$ cat config.mk
export PLATFORM = sky130hd
export DESIGN_NAME = return_stack_flat
export DESIGN_NICKNAME = d
export VERILOG_FILES = /design/src/rtl/return_stack_if.sv /design/src/rtl/return_stack.sv /design/src/flat_wrapper.sv
export SDC_FILE = /design/constraint.sdc
export NUM_CORES = 1
export LEC_CHECK = 0
export ABC_AREA = 1
export BUFFER_PORTS_ARGS = -buffer_cell sky130_fd_sc_hd__buf_4
export CORE_MARGIN = 2
export CORE_UTILIZATION = 35
export DETAILED_ROUTE_END_ITERATION = 8
export MAX_ROUTING_LAYER = met4
export PLACE_DENSITY = 0.54
export SYNTH_ARGS = -nofsm -noshare
export SYNTH_HDL_FRONTEND = slang
export SYNTH_SLANG_ARGS = --single-unit
$ cat constraint.sdc
create_clock -name clk -period 2.8 [get_ports clk]
set_clock_uncertainty 0.1 [all_clocks]
set_input_delay 0.28 -clock clk [delete_from_list [all_inputs] [get_ports clk]]
set_output_delay 0.28 -clock clk [all_outputs]
set_load 0.02 [all_outputs]
$ cat src/rtl/return_stack_if.sv
// Control strobes and return-link outputs shared between the decoder side and the return stack.
interface return_stack_if #(
  parameter int unsigned DEPTH = 8,
  parameter int unsigned AW    = 10
);
  localparam int unsigned CW = $clog2(DEPTH + 1);

  logic          branch;
  logic          jump2sub;
  logic          retFsub;
  logic [AW-1:0] rp;
  logic [AW-1:0] rl;
  logic          empty;
  logic          full;
  logic [CW-1:0] count;
  logic          overflow;
  logic          underflow;

  modport master (
    output branch, jump2sub, retFsub, rp,
    input  rl, empty, full, count, overflow, underflow
  );

  modport slave (
    input  branch, jump2sub, retFsub, rp,
    output rl, empty, full, count, overflow, underflow
  );
endinterface

$ cat src/rtl/return_stack.sv
// Hardware call/return address stack; supplies the program counter's return link.
// Circular storage: pushing while full overwrites the oldest entry.
module return_stack #(
  parameter int unsigned DEPTH = 8,
  parameter int unsigned AW    = 10
) (
  input  logic          clk,
  input  logic          start,
  return_stack_if.slave bus
);
  localparam int unsigned PW = $clog2(DEPTH);
  localparam int unsigned CW = $clog2(DEPTH + 1);

  logic [AW-1:0] mem [DEPTH];
  logic [PW-1:0] top_q;
  logic [CW-1:0] count_q;
  logic          ovf_q;
  logic          unf_q;

  logic          push_c;
  logic          pop_c;
  logic          is_empty_c;
  logic          is_full_c;
  logic [PW-1:0] top_inc_c;
  logic [AW-1:0] ret_addr_c;

  // Same priority as the program counter: branch > call > return.
  assign push_c     = bus.jump2sub & ~bus.branch;
  assign pop_c      = bus.retFsub & ~bus.branch & ~bus.jump2sub;
  assign is_empty_c = (count_q == CW'(0));
  assign is_full_c  = (count_q == CW'(DEPTH));
  assign top_inc_c  = top_q + PW'(1);
  assign ret_addr_c = bus.rp + AW'(1);

  // Pointer, occupancy and sticky error flags.
  always_ff @(posedge clk) begin
    if (start) begin
      top_q   <= '0;
      count_q <= '0;
      ovf_q   <= 1'b0;
      unf_q   <= 1'b0;
    end else if (push_c) begin
      top_q <= top_inc_c;
      if (is_full_c) begin
        ovf_q <= 1'b1;
      end else begin
        count_q <= count_q + CW'(1);
      end
    end else if (pop_c) begin
      if (is_empty_c) begin
        unf_q <= 1'b1;
      end else begin
        top_q   <= top_q - PW'(1);
        count_q <= count_q - CW'(1);
      end
    end
  end

  // Entry storage needs no reset; only valid entries are ever presented.
  always_ff @(posedge clk) begin
    if (!start && push_c) begin
      mem[top_inc_c] <= ret_addr_c;
    end
  end

  // Zero-latency read so the program counter can load rl on the pop edge.
  assign bus.rl        = is_empty_c ? '0 : mem[top_q];
  assign bus.empty     = is_empty_c;
  assign bus.full      = is_full_c;
  assign bus.count     = count_q;
  assign bus.overflow  = ovf_q;
  assign bus.underflow = unf_q;
endmodule

$ cat src/flat_wrapper.sv
// flat-port wrapper written by rule: the top's interface ports become plain ports
module return_stack_flat 
#(
  parameter int unsigned DEPTH = 8,
  parameter int unsigned AW    = 10
)
  (clk, start, bus_branch, bus_jump2sub, bus_retFsub, bus_rp, bus_rl, bus_empty, bus_full, bus_count, bus_overflow, bus_underflow);
  return_stack_if #(.DEPTH(DEPTH), .AW(AW)) bus_i ();
  input  logic clk;
  input  logic start;
  input wire logic [$bits(bus_i.branch)-1:0] bus_branch;
  input wire logic [$bits(bus_i.jump2sub)-1:0] bus_jump2sub;
  input wire logic [$bits(bus_i.retFsub)-1:0] bus_retFsub;
  input wire logic [$bits(bus_i.rp)-1:0] bus_rp;
  output wire logic [$bits(bus_i.rl)-1:0] bus_rl;
  output wire logic [$bits(bus_i.empty)-1:0] bus_empty;
  output wire logic [$bits(bus_i.full)-1:0] bus_full;
  output wire logic [$bits(bus_i.count)-1:0] bus_count;
  output wire logic [$bits(bus_i.overflow)-1:0] bus_overflow;
  output wire logic [$bits(bus_i.underflow)-1:0] bus_underflow;
  assign bus_i.branch = bus_branch;
  assign bus_i.jump2sub = bus_jump2sub;
  assign bus_i.retFsub = bus_retFsub;
  assign bus_i.rp = bus_rp;
  assign bus_rl = bus_i.rl;
  assign bus_empty = bus_i.empty;
  assign bus_full = bus_i.full;
  assign bus_count = bus_i.count;
  assign bus_overflow = bus_i.overflow;
  assign bus_underflow = bus_i.underflow;
  return_stack #(.DEPTH(DEPTH), .AW(AW)) u_core (.clk(clk), .start(start), .bus(bus_i));
endmodule
==> flow_metrics.py <==
metrics = {
    "run_status": {
        "status": "finished clean",
    },
    "yosys": {
        "synthArstFlopShare_pct": 0,
        "synth_simple_gate_area_share_pct": 16.09,
        "synth_top_cell_by_area": "edfxtp_1",
        "synth_ff_type": "edfxtp_1",
        "synth_warnings": 0,
        "synth_fa_ha_area_share_pct": 1.565,
        "yosysMostFrequentCell": "nor2_1",
        "synth_top_family_by_area": "simple AND/OR/NAND/NOR gates",
        "syn_area_um2": 3998,
        "synth_mux_area_share_pct": 0,
        "synth_area_per_cell_um2": 10.83,
        "syn_nets": 389,
        "synth_top_area_share_pct": 60.09,
        "synth_xor_area_share_pct": 2.410,
        "synth_cell_types": 28,
        "synthCells": 369,
        "synth_seq_cells": 92,
        "seq_area_frac_synth_pct": 66.10,
        "synth-edff-count": 80,
        "synth_area_leaders": "edfxtp_1 (60%), nor2_1 (8.5%), dfxtp_1 (6.0%), o21ai_1 (5.3%), nand2_1 (3.5%)",
        "ys_top_cells_by_count": "nor2_1 (90), edfxtp_1 (80), o21ai_1 (42)",
        "synth_compound_area_share_pct": 9.703,
    },
    "timing": {
        "layout_min_cycle_time_ns": 2.356,
        "fin_setup_tns_ns": 0,
        "setup_viol": 0,
        "max_slew_margin_pct": 51.58,
        "rsz0062_at_grt": "no",
        "fin_crit_sh_pct": 84.13,
        "worst_slew_pin_slew_ns": 0.7238,
        "max_freq_mhz": 424.5,
        "drv_slew": 0,
        "hold_violations": 0,
    },
    "detailed_routing": {
        "wl_mm": 9.156,
        "drt.antenna.violating_nets": 0,
        "first_pass_iters": 4,
        "drc": 0,
        "drt_iter0_markers": 137,
        "num_vias": 2737,
        "via_per_inst": 4.896,
        "wl_per_cell_um": 16.38,
    },
    "die": {
        "std_cell_rows": 39,
        "num_io_pins": 33,
        "coreArea_um2": 11270,
        "die_h_um": 110.9,
        "initial_core_util_pct": 35.46,
        "fp.dieArea_um2": 12290,
        "die_w_um": 110.9,
    },
    "placement": {
        "dp_hpwl_mm": 6.029,
        "io_buffer_count": 32,
        "gp_congestion": 0.7978,
    },
    "cts": {
        "cts_tree": "done",
        "cts_hold_buf": 0,
        "postCtsSetupRepairBufs": 0,
        "clk_path_buf_depth": 2,
        "clkTransAtPathRegs_ns": 0.07,
        "cts_resized": 0,
        "clk_latency_ns": 0.33,
        "htreeDepth": 3,
        "cts_root_buf": "clkbuf_16",
        "cts-buffers-inserted": 9,
        "clkSinkCount": 92,
    },
    "grt": {
        "grt_max_degree": 41,
        "grt_pass1_wl_mm": 14.70,
        "grt_usage_pct": 16.13,
        "overflow": 0,
        "antenna_found_initial": 0,
        "grt_pass1_vias": 2800,
    },
    "setup_path": {
        "required_ns": 2.42,
        "worst-setup-path-type": "reg -> out",
        "worstReg2RegStart": "u_core.top_q[0]",
        "cp-end-kind": "primary output",
        "crit_path_max_fanout": 23,
        "crit_arrival_ns": 1.98,
        "critPathLaunchType": "flip-flop",
        "r2r_setup_slack_ns": 0.88,
    },
    "final_layout": {
        "final_nets": 431,
        "areaGrowthSynthToFinish_pct": 18.75,
        "insertedDiodeCount": 0,
        "drive_above_1_share_pct": 18.27,
    },
    "power": {
        "p_leak_nw": 1.799,
        "p_total_mw": 3.390,
        "power_density_nw_per_um2": 714.1,
        "max-vdd-ir-drop_mv": 0.3396,
    },
    "run": {
        "cap_viol_max_count": 0,
    },
    "worst_hold_path": {
        "hp-class": "in -> reg",
        "hp-start": "start",
    },
}
flip-flops by register name, indices dropped and copies added, names as in the netlist, named ones only:
| register | flops |
|---|---|
| u_core.mem | 80 |
| u_core.top_q | 3 |
| u_core.bus.count | 4 |
| u_core.bus.overflow | 1 |
| u_core.bus.underflow | 1 |
worst max-delay path, cell delays in order (launching register included):
cell and delay, ns:
dfxtp_1 0.32, inv_2 0.35, buf_4 0.25, o21ai_1 0.06, o22ai_1 0.14, nor2_1 0.06, nor2_1 0.25, buf_4 0.20
cell type report:
type                       count  area [um^2]
inverter                      26        97.59
fill                        1076         6525
tap                          143        178.9
clock inverter                 6        71.32
clock buffer                  10        229.0
sequential                    92         2643
multi-input combinational    237         1190
timing repair buffer          45        337.8
placed cells by master, fill, tap and decap left out:
cell	Yosys	layout
o21ai_0	4	4
nand4_1	1	1
edfxtp_1	80	80
nand2_1	37	37
nor3_2	1	1
inv_6	0	2
nor4_1	1	1
o22ai_1	10	10
inv_1	22	22
clkbuf_1	3	1
clkbuf_16	0	9
o21ai_1	42	42
nand3_1	6	6
nand2_2	3	3
clkinv_4	0	1
nor2_2	4	4
o211ai_1	10	10
nand3b_1	2	2
xor2_1	8	8
xnor2_1	3	3
nor2_4	2	2
a21oi_1	4	4
bufinv_16	0	1
nor3_1	2	2
buf_4	1	45
clkinvlp_4	0	2
nand2_4	2	2
nor2_1	90	90
ha_1	5	5
dfxtp_1	12	12
inv_2	4	4
path summary, 6_finish.rpt:
path | to | depth (start not counted)
min | u_core.bus.overflow | 2
min reg2reg | u_core.bus.underflow | 2
max reg2reg | u_core.mem[7][2] | 6
max | bus_rl[2] | 7
metal layers:
| metal | part of all wire (%) | routed length [um] | track usage [%] | vias to the layer above |
|---|---|---|---|---|
| met2 | 45 | 4141 | 25.03 | 91 |
| met3 | 6.6 | 607 | 3.663 | 11 |
| met1 | 47 | 4284 | 21.12 | 1282 |
| met4 | 1.3 | 123 | 5.417 | 0 |
| met5 | 0 | 0 | - | - |
| li1 | - | - | - | 1353 |
power breakdown:
part | switching, mW | total, mW | internal [mW]
Clock | 0.507 | 1.21 | 0.700
Sequential | 0.0298 | 1.56 | 1.53
Combinational | 0.402 | 0.619 | 0.217
Total | 0.939 | 3.39 | 2.45
kinds of logic (layout without fill, tap and decap cells):
family | count (synthesis) | after routing
AND/OR/NAND/NOR | 151 | 151
flip-flops | 92 | 92
AO/OA/AOI/OAI | 70 | 70
buffers and inverters | 40 | 87
XOR/XNOR | 11 | 11
adder cells (fa/ha/maj) | 5 | 5
per-stage QoR:
stage	cells	instance area [um^2]	util, %	worst slack (ns)	hold slack [ns]
4_1_cts	559	4747	42.11	0.4247	0.04582
3_3_place_gp	543	4447	39.45	0.7789	0.3578
2_1_floorplan	369	3998	-	0.9661	0.2524
5_1_grt	559	4747	42.11	0.3002	0.05560
3_5_place_dp	543	4447	39.45	0.7693	0.3828
6_report	559	4747	42.11	0.4443	0.05954
Note: power is estimated with default switching activity, not from simulation.
